`src/rtl/mips_alu_pkg.sv`:
```
// Shared ALU definitions: function codes from the ALU control decoder,
// the multiply/divide FSM state type and opcode-class helpers.
package mips_alu_pkg;

  localparam int XLEN = 32;

  localparam logic [5:0] FUNCT_SLL   = 6'b000000;
  localparam logic [5:0] FUNCT_SRL   = 6'b000010;
  localparam logic [5:0] FUNCT_SRA   = 6'b000011;
  localparam logic [5:0] FUNCT_SLLV  = 6'b000100;
  localparam logic [5:0] FUNCT_SRLV  = 6'b000110;
  localparam logic [5:0] FUNCT_SRAV  = 6'b000111;
  localparam logic [5:0] FUNCT_MFHI  = 6'b010000;
  localparam logic [5:0] FUNCT_MTHI  = 6'b010001;
  localparam logic [5:0] FUNCT_MFLO  = 6'b010010;
  localparam logic [5:0] FUNCT_MTLO  = 6'b010011;
  localparam logic [5:0] FUNCT_MULT  = 6'b011000;
  localparam logic [5:0] FUNCT_MULTU = 6'b011001;
  localparam logic [5:0] FUNCT_DIV   = 6'b011010;
  localparam logic [5:0] FUNCT_DIVU  = 6'b011011;
  localparam logic [5:0] FUNCT_ADDU  = 6'b100001;
  localparam logic [5:0] FUNCT_SUBU  = 6'b100011;
  localparam logic [5:0] FUNCT_AND   = 6'b100100;
  localparam logic [5:0] FUNCT_OR    = 6'b100101;
  localparam logic [5:0] FUNCT_XOR   = 6'b100110;
  localparam logic [5:0] FUNCT_SLT   = 6'b101010;
  localparam logic [5:0] FUNCT_SLTU  = 6'b101011;
  localparam logic [5:0] FUNCT_NOP   = 6'b111111;

  typedef enum logic {IDLE, BUSY} md_state_e;

  // Ops that start an iterative multiply/divide.
  function automatic logic is_muldiv_op(input logic [5:0] f);
    return (f == FUNCT_MULT) || (f == FUNCT_MULTU) ||
           (f == FUNCT_DIV)  || (f == FUNCT_DIVU);
  endfunction

  // Ops that touch HI/LO and so must wait for an in-flight mul/div.
  function automatic logic needs_hilo(input logic [5:0] f);
    return is_muldiv_op(f) ||
           (f == FUNCT_MFHI) || (f == FUNCT_MFLO) ||
           (f == FUNCT_MTHI) || (f == FUNCT_MTLO);
  endfunction

endpackage

```
`src/rtl/mips_muldiv.sv`:
```
// Iterative 32-cycle multiply (shift-add) / divide (restoring) unit.
// Works on magnitudes; signs are fixed up on the final cycle's outputs.
module mips_muldiv
  import mips_alu_pkg::*;
(
  input  logic            clk,
  input  logic            reset,
  input  logic            start,
  input  logic [5:0]      fncode,
  input  logic [XLEN-1:0] a,
  input  logic [XLEN-1:0] b,
  output logic            busy,
  output logic            done,
  output logic [XLEN-1:0] hi_out,
  output logic [XLEN-1:0] lo_out
);

  md_state_e         state;
  logic [4:0]        count;
  logic              is_div, neg_lo, neg_hi, div_zero;
  logic [XLEN-1:0]   a_raw, opnd;
  logic [2*XLEN-1:0] acc, acc_next;

  logic            start_signed, start_div;
  logic [XLEN-1:0] mag_a, mag_b;
  logic [XLEN:0]   sum, trial;

  assign start_signed = (fncode == FUNCT_MULT) || (fncode == FUNCT_DIV);
  assign start_div    = (fncode == FUNCT_DIV)  || (fncode == FUNCT_DIVU);
  assign mag_a        = (start_signed && a[XLEN-1]) ? -a : a;
  assign mag_b        = (start_signed && b[XLEN-1]) ? -b : b;

  assign busy = (state == BUSY);
  assign done = busy && (count == 5'd31);

  // acc holds {partial product, multiplier} or {remainder, dividend/quotient}.
  // NOTE: every variable assigned in always_comb gets a value on every path
  // (defaults first), otherwise synthesis infers a latch.
  always_comb begin
    sum      = {1'b0, acc[2*XLEN-1:XLEN]} + {1'b0, opnd};
    trial    = acc[2*XLEN-1:XLEN-1] - {1'b0, opnd};
    acc_next = acc;
    if (is_div)
      acc_next = trial[XLEN] ? {acc[2*XLEN-2:0], 1'b0}
                             : {trial[XLEN-1:0], acc[XLEN-2:0], 1'b1};
    else
      acc_next = acc[0] ? {sum, acc[XLEN-1:1]} : {1'b0, acc[2*XLEN-1:1]};
  end

  // Only sampled by the HI/LO registers when done is high.
  always_comb begin
    hi_out = acc_next[2*XLEN-1:XLEN];
    lo_out = acc_next[XLEN-1:0];
    if (is_div) begin
      if (div_zero) begin
        hi_out = a_raw;
        lo_out = '1;
      end else begin
        hi_out = neg_hi ? -acc_next[2*XLEN-1:XLEN] : acc_next[2*XLEN-1:XLEN];
        lo_out = neg_lo ? -acc_next[XLEN-1:0] : acc_next[XLEN-1:0];
      end
    end else if (neg_lo) begin
      {hi_out, lo_out} = -acc_next;
    end
  end

  // NOTE: sequential state uses non-blocking assignments only, so every
  // register samples pre-edge values regardless of statement order.
  always_ff @(posedge clk) begin
    // NOTE: datapath registers are reset too; a reset mid-operation must
    // leave nothing that could later be mistaken for a result.
    if (reset) begin
      state    <= IDLE;
      count    <= '0;
      acc      <= '0;
      opnd     <= '0;
      a_raw    <= '0;
      is_div   <= 1'b0;
      neg_lo   <= 1'b0;
      neg_hi   <= 1'b0;
      div_zero <= 1'b0;
    end else begin
      case (state)
        IDLE: if (start) begin
          state    <= BUSY;
          count    <= '0;
          is_div   <= start_div;
          a_raw    <= a;
          div_zero <= start_div && (b == '0);
          neg_lo   <= start_signed && (a[XLEN-1] ^ b[XLEN-1]);
          neg_hi   <= start_signed && a[XLEN-1];
          acc      <= {{XLEN{1'b0}}, start_div ? mag_a : mag_b};
          opnd     <= start_div ? mag_b : mag_a;
        end
        BUSY: begin
          acc   <= acc_next;
          count <= count + 5'd1;
          if (count == 5'd31) state <= IDLE;
        end
        default: state <= IDLE;
      endcase
    end
  end

endmodule

```
`src/rtl/mips_alu.sv`:
```
// Execute-stage ALU: combinational datapath, HI/LO registers and the stall
// that holds HI/LO users while the iterative multiply/divide is running.
module mips_alu
  import mips_alu_pkg::*;
(
  input  logic            clk,
  input  logic            reset,
  input  logic            en,
  input  logic [5:0]      fncode,
  input  logic [XLEN-1:0] a,
  input  logic [XLEN-1:0] b,
  input  logic [4:0]      shamt,
  output logic [XLEN-1:0] result,
  output logic            zero,
  output logic            stall,
  output logic [XLEN-1:0] hi,
  output logic [XLEN-1:0] lo
);

  logic            busy, done, start;
  logic [XLEN-1:0] hi_out, lo_out;

  assign stall = en && busy && needs_hilo(fncode);
  assign start = en && !busy && is_muldiv_op(fncode);

  mips_muldiv u_muldiv (
    .clk    (clk),
    .reset  (reset),
    .start  (start),
    .fncode (fncode),
    .a      (a),
    .b      (b),
    .busy   (busy),
    .done   (done),
    .hi_out (hi_out),
    .lo_out (lo_out)
  );

  always_comb begin
    result = '0;
    case (fncode)
      FUNCT_ADDU: result = a + b;
      FUNCT_SUBU: result = a - b;
      FUNCT_AND:  result = a & b;
      FUNCT_OR:   result = a | b;
      FUNCT_XOR:  result = a ^ b;
      FUNCT_SLT:  result = {{(XLEN-1){1'b0}}, $signed(a) < $signed(b)};
      FUNCT_SLTU: result = {{(XLEN-1){1'b0}}, a < b};
      FUNCT_SLL:  result = b << shamt;
      FUNCT_SRL:  result = b >> shamt;
      FUNCT_SRA:  result = $signed(b) >>> shamt;
      FUNCT_SLLV: result = b << a[4:0];
      FUNCT_SRLV: result = b >> a[4:0];
      FUNCT_SRAV: result = $signed(b) >>> a[4:0];
      FUNCT_MFHI: result = hi;
      FUNCT_MFLO: result = lo;
      default:    result = '0;
    endcase
  end

  assign zero = (result == '0);

  // Completion and MTHI/MTLO never coincide: moves stall while busy.
  always_ff @(posedge clk) begin
    if (reset) begin
      hi <= '0;
      lo <= '0;
    end else if (done) begin
      hi <= hi_out;
      lo <= lo_out;
    end else if (en && !stall) begin
      if (fncode == FUNCT_MTHI) hi <= a;
      if (fncode == FUNCT_MTLO) lo <= a;
    end
  end

endmodule

```
`config.mk`:
```
export PLATFORM = sky130hd
export DESIGN_NAME = mips_alu
export DESIGN_NICKNAME = d
export VERILOG_FILES = /design/src/rtl/mips_alu_pkg.sv /design/src/rtl/mips_muldiv.sv /design/src/rtl/mips_alu.sv
export SDC_FILE = /design/constraint.sdc
export NUM_CORES = 2
export LEC_CHECK = 0
export BUFFER_PORTS_ARGS = -buffer_cell sky130_fd_sc_hd__buf_2
export CAP_MARGIN = 10
export CORE_MARGIN = 5
export CORE_UTILIZATION = 43
export DETAILED_ROUTE_END_ITERATION = 8
export HOLD_SLACK_MARGIN = 0.05
export PLACE_DENSITY_LB_ADDON = 0.05
export SYNTH_ARGS = -nofsm -noshare
export SYNTH_HDL_FRONTEND = slang
export SYNTH_SLANG_ARGS = --single-unit
```
`constraint.sdc`:
```
create_clock -name clk -period 7.85 [get_ports clk]
set_input_delay 1.1775 -clock clk [delete_from_list [all_inputs] [get_ports clk]]
set_output_delay 1.1775 -clock clk [all_outputs]
set_load 0.05 [all_outputs]
```
* After elaboration in Yosys (flattened, before gate mapping)
Index checks and enable logic that the tools add are counted.
** Operators by class
- Shifts and indexed selects :: 6
- Magnitude comparators :: 2
- Equality and inequality tests :: 22
- Reductions and logical operators :: 30
- Muxes and demuxes :: 29
- $add $sub $neg :: 10
- Bitwise logic cells :: 5
** Operators with widths (count)
- 2-to-1 mux 32 bit :: 18
- one-hot mux 32 bit (15 select lines) :: 1
- 2-to-1 mux 64 bit :: 4
- negation 32 bit :: 4
- one-hot mux 64 bit (2 select lines) :: 1
- logical NOT 32 bit :: 2
- less-than comparator 32 bit :: 2
- negation 64 bit :: 1
- left shift 32 x 5 -> 32 bit :: 2
- >> shifter 32 x 5 -> 32 bit :: 2
- >>> shifter 32 x 5 -> 32 bit :: 2
- equality test 6 x 5 -> 1 bit, second input constant :: 8
- equality test 6 bit, second input constant :: 7
- adder 32 x 32 -> 33 bit :: 1
- subtractor 33 x 32 -> 33 bit :: 1
- adder 32 bit :: 1
- AND 32 bit :: 1
- OR 32 bit :: 1
- subtractor 32 bit :: 1
- bitwise XOR 32 bit :: 1
- equality test 6 x 3 -> 1 bit, second input constant :: 3
- equality test 6 x 2 -> 1 bit, second input constant :: 2
- logical AND 1 bit :: 10
- one-hot mux 5 bit (2 select lines) :: 1
- 13 further kinds :: 27
** Word-level totals
- Flip-flop bits (word level) :: 202

* Logic depth before layout (Yosys ltp)
- Word-level depth :: 13
- Gate-level depth with buffers :: 28
- Mapped depth without buffers :: 24

* Cells and area by module
From an unflattened synthesis, not the netlist that was laid out.
** Second synthesis, totals
- Cells, all modules :: 4547
- Area, all modules :: 30234.0 µm²
** Modules (own cells, without submodules)
- mips_muldiv :: instances 1, cells each 2300, sequential area each 2762.6 µm², area each 15830.2 µm²
- mips_alu :: instances 1, cells each 2247, sequential area each 1281.2 µm², area each 14403.8 µm²

* Worst setup path after synthesis
Ideal clock, no wire load.
- Path kind :: input to output
- From :: input port a[2]
- To :: output port zero
- Data required time :: 6.673 ns
- Path buffers :: 1
- Arrival time :: 6.402 ns
- Cell stages on the path :: 16
- Setup slack :: 0.270 ns
- Cell sequence :: clkinv_1 ha_1 clkbuf_1 a21o_1 a21o_1 a2111oi_0 o41a_1 a211oi_1 or2_2 and3_1 a2111oi_0 o211ai_1 or3_1 nor4_1 or4b_1 nor4_2
** Between the ends
- Word-level cells in the longest chain between the ends :: 3
- Elaborated cells between the ends (all ways) :: 12
** RTL lines
- from (decl) :: line mips_alu.sv:10 : input logic [XLEN-1:0] a,
- subtractor 32 bit, or another cell as far along :: line mips_alu.sv:43 : FUNCT_SUBU: result = a - b;
- one-hot mux 32 bit (15 select lines) * :: line mips_alu.sv:41 : case (fncode)
- net result[22] :: line mips_alu.sv:13 : output logic [XLEN-1:0] result,
- logical NOT 32 bit * :: line mips_alu.sv:61 : assign zero = (result == '0);
- to (decl) :: line mips_alu.sv:14 : output logic zero,
Mark *: on every way through the listed nets, which the timed path passes. The rest lies on a longest branch.

* Worst setup path in the final report
- From :: input port fncode[1]
- To :: output port zero
** Between the ends
- Word-level cells in the longest chain between the ends :: 3
- Elaborated cells between the ends (all ways) :: 17
** RTL lines
- from (decl) :: line mips_alu.sv:9 : input logic [5:0] fncode,
- equality test 6 x 5 -> 1 bit, or another cell as far along :: line mips_alu.sv:41
- one-hot mux 32 bit (15 select lines) * :: line mips_alu.sv:41
- logical NOT 32 bit * :: line mips_alu.sv:61
Every way passes the cells marked *; elsewhere a longest branch is shown, timed or not.

==> flow_metrics.env <==
export IMPL_viasPerCell=7.005
export IMPL_reg2reg_depth=21
export IMPL_grt_first_pass_wirelength_mm=237.9
export IMPL_setup_tns_ns=0
export IMPL_globalRoute_totalOverflow=0
export IMPL_rsz0062_at_grt="no"
export IMPL_drive_gt1_share_pct=17.43
export IMPL_min_path_type="flop to flop"
export IMPL_start_kind="input port"
export IMPL_worst_r2r_setup_slack_ns=0.65
export IMPL_ant_nets=0
export IMPL_hold_ws_ns=0.4532
export IMPL_p_leak_nw=13.77
export IMPL_drtIter0Drc=6294
export IMPL_slowest_stage="a2111oi_0"
export IMPL_insertion_delay_ns=0.55
export IMPL_hold_end="u_muldiv.a_raw[9]"
export IMPL_min_from="u_muldiv.a_raw[9]"
export IMPL_grt_pass1_vias=32350
export IMPL_fp_row_count=96
export IMPL_root_buffer="clkbuf_16"
export IMPL_antenna_found_initial=16
export IMPL_core_area_um2=68350
export IMPL_tritoncts="done"
export IMPL_track_usage_pct=42.93
export IMPL_nets=4583
export IMPL_path_cells="buf_2 -> nor2b_1 -> nand3_1 -> and2_1 -> buf_4 -> buf_4 -> nand2_1 -> or3_1 -> o2111ai_1 -> a2111oi_0 -> o2111ai_1 -> nor4_1 -> nand4b_1 -> nor4_1 -> or4b_1 -> nor4_2 -> buf_2"
export IMPL_synthArstFlopShare_pct=0
export IMPL_finalSetupViolations=0
export IMPL_timing_rr_end="hi[26]"
export IMPL_hold_viol_final=0
export IMPL_area_delta_synth_final_pct=13.79
export IMPL_path_class="input port to primary output"
export IMPL_syn_avg_cell_area_um2=7.134
export IMPL_dr_pass1_iters=9
export IMPL_grt_max_degree=75
export IMPL_power_density_nw_per_um2=114.5
export IMPL_dieArea_um2=73950
export IMPL_io_pin_count=176
export IMPL_clock_skew_ns=0.02648
export IMPL_syn_area_um2=29500
export IMPL_final_max_slew_violation_count=0
export IMPL_required_ns=6.67
export IMPL_synthCells=4136
export IMPL_yosys_register_bits=202
export IMPL_min_period_over_period_pct=97.96
export IMPL_synth_cell_types=104
export IMPL_max_slew_worst_pin_slew_ns=1.112
export IMPL_cp_data_arrival_time_ns=6.51
export IMPL_syn_nets=4392
export IMPL_relSlewSlack_pct=25.69
export IMPL_seq_area_frac_synth_pct=13.71
export IMPL_routed_wl_mm=169.0
export IMPL_synth_edf_count=0
export IMPL_path_clk_slew_ns=0.06
export IMPL_start_util_pct=43.17
export IMPL_wl_per_cell_um=32.32
export IMPL_io_buffers=175
export IMPL_synth_ff_type="dfxtp_1"
export IMPL_globalplace_congestion=1.127
export IMPL_slowest_delay_ns=0.64
export IMPL_fin_crit_ns=7.690
export IMPL_crit_fanout=13
export IMPL_htree_levels=1
export IMPL_maxCapViolCount=0
export IMPL_die_h_um=271.9
export IMPL_num_vias=36620
export IMPL_outcome="finished clean"
export IMPL_vdd_ir_drop_max_mv=0.1379
export IMPL_fmax_ghz=0.1300
export IMPL_dp_hpwl_mm=133.6
export IMPL_min_path_cells=2
export IMPL_endpoint_kind="primary output"
export IMPL_clockBufferDepth=3
export IMPL_cts_sinks=202
export IMPL_r2r_start="u_muldiv.acc[31]"
export IMPL_die_width_um=271.9
export IMPL_yosysWarnings=0
export IMPL_numCtsBuffers=24
export IMPL_postCtsHoldBufs=0
export IMPL_drc=0
cell usage after synthesis, types with 20 or more instances:
library cell / number / area [um^2]
a22oi_1: 27 / 202.7
nand2_1: 479 / 1798
buf_2: 29 / 145.1
o31ai_1: 41 / 307.8
a211oi_1: 92 / 690.7
buf_1: 20 / 75.07
xnor2_1: 132 / 1156
a221oi_1: 71 / 621.9
o22ai_1: 32 / 200.2
a31oi_1: 57 / 356.6
a222oi_1: 20 / 200.2
dfxtp_1: 202 / 4044
a311oi_1: 28 / 245.2
nand2b_1: 35 / 219.0
nand4_1: 38 / 237.7
and3_1: 50 / 312.8
ha_1: 174 / 2177
nor3_1: 110 / 550.5
mux2i_1: 144 / 1441
o21bai_1: 21 / 157.7
or3_1: 28 / 175.2
nand3_1: 96 / 480.5
xor2_1: 56 / 490.5
o21ai_0: 235 / 1176
nor2b_1: 26 / 162.7
and2_1: 21 / 131.4
nor2_1: 408 / 1531
a21oi_1: 398 / 1992
mux4_2: 84 / 1892
nor4_1: 35 / 219.0
a21o_1: 49 / 367.9
or2_2: 23 / 143.9
clkbuf_1: 271 / 1017
o21a_1: 25 / 187.7
mux2_2: 28 / 315.3
inv_1: 149 / 559.3
o211ai_1: 88 / 660.6
placed cells by master, fill, tap and decap left out, drive strengths merged, types with 26 or more instances in the layout:
master and n:
o211ai 88, a22oi 27, o22ai 32, clkbuf 34, buf 500, or3 28, xor2 56, inv 151
and3 50, o31ai 44, mux4 84, nor2 408, dfxtp 202, nor3 113, nand2b 35, a221oi 71
nor4 36, mux2 28, mux2i 145, a21oi 400, a31oi 57, a21o 49, a311oi 28, ha 174
nor2b 26, nand4 38, nand2 481, nand3 96, o21ai 246, a211oi 93, xnor2 132
metal layers:
metal	routed length, um	global-route usage [%]	share of wire [%]
met4	7785	14.76	4.6
met5	40	0.6579	0.024
met2	64970	58.31	38
met1	70810	61.75	42
met3	25350	15.99	15
how the worst max path moves through the flow:
stage	from	to	slack (ns)	cells past startpoint
after floorplan	a[2]	zero	0.27	16
final	fncode[1]	zero	0.16	17
after detailed placement	a[0]	zero	0.07	18
after CTS	a[0]	zero	0.06	18
after global routing	fncode[5]	zero	0.03	17
after global placement	a[0]	zero	0.04	18
stage by stage:
stage | util (%) | cell area, um^2 | worst slack, ns | instances | total power [mW]
3_3_place_gp | 47.89 | 32730 | 0.03726 | 5180 | 2.650
5_1_grt | 49.11 | 33560 | 0.02569 | 5224 | 3.942
2_1_floorplan | - | 29500 | 0.2703 | 4136 | 1.980
3_5_place_dp | 47.89 | 32730 | 0.07255 | 5180 | 2.640
6_report | 49.12 | 33570 | 0.1599 | 5228 | 3.846
4_1_cts | 49.01 | 33490 | 0.05864 | 5221 | 3.768
cell families after synthesis:
kind of cell | after synthesis | synth area share, %
AOI/OAI and AO/OA | 1408 | 31.96
xor gates and xnor gates | 188 | 5.581
adders and majority gates | 178 | 7.650
buffers and inverters | 494 | 6.675
DFF | 202 | 13.71
muxes | 257 | 12.41
and+or+nand+nor | 1409 | 22.01
sequential cells by signal, summed over array words and instances, names as in the netlist:
signal,count
u_muldiv.count,5
u_muldiv.acc,64
lo,32
u_muldiv.opnd,32
u_muldiv.a_raw,32
u_muldiv.neg_lo,1
hi,32
u_muldiv.busy,1
u_muldiv.is_div,1
u_muldiv.div_zero,1
u_muldiv.neg_hi,1
worst max-delay path, delay by kind of cell:
family,cells,cell delay [ns]
AO/OA/AOI/OAI,3,1.13
AND/OR/NAND/NOR,10,3.26
buffers and inverters,4,0.92
where the power goes:
part	internal [mW]	switching, mW
clock	0.650	0.485
combinational	0.548	1.12
sequential	1.03	0.0128
total	2.23	1.61
cell type report:
| cell class | count | area [um^2] |
|---|---|---|
| repair buffers | 500 | 3385 |
| fillers | 7045 | 34770 |
| multi-input cells | 3441 | 23670 |
| clock buffers | 34 | 699.4 |
| diodes | 4 | 10.01 |
| flip-flops and latches | 202 | 4050 |
| clock inverters | 7 | 66.31 |
| inverters | 158 | 593.1 |
| well taps | 882 | 1104 |
repair_timing:
item,in CTS,in global routing
setup endpoints to repair,0,1
resized for setup,0,12
setup buffers,0,2
Power figures use the tool's default switching activity.
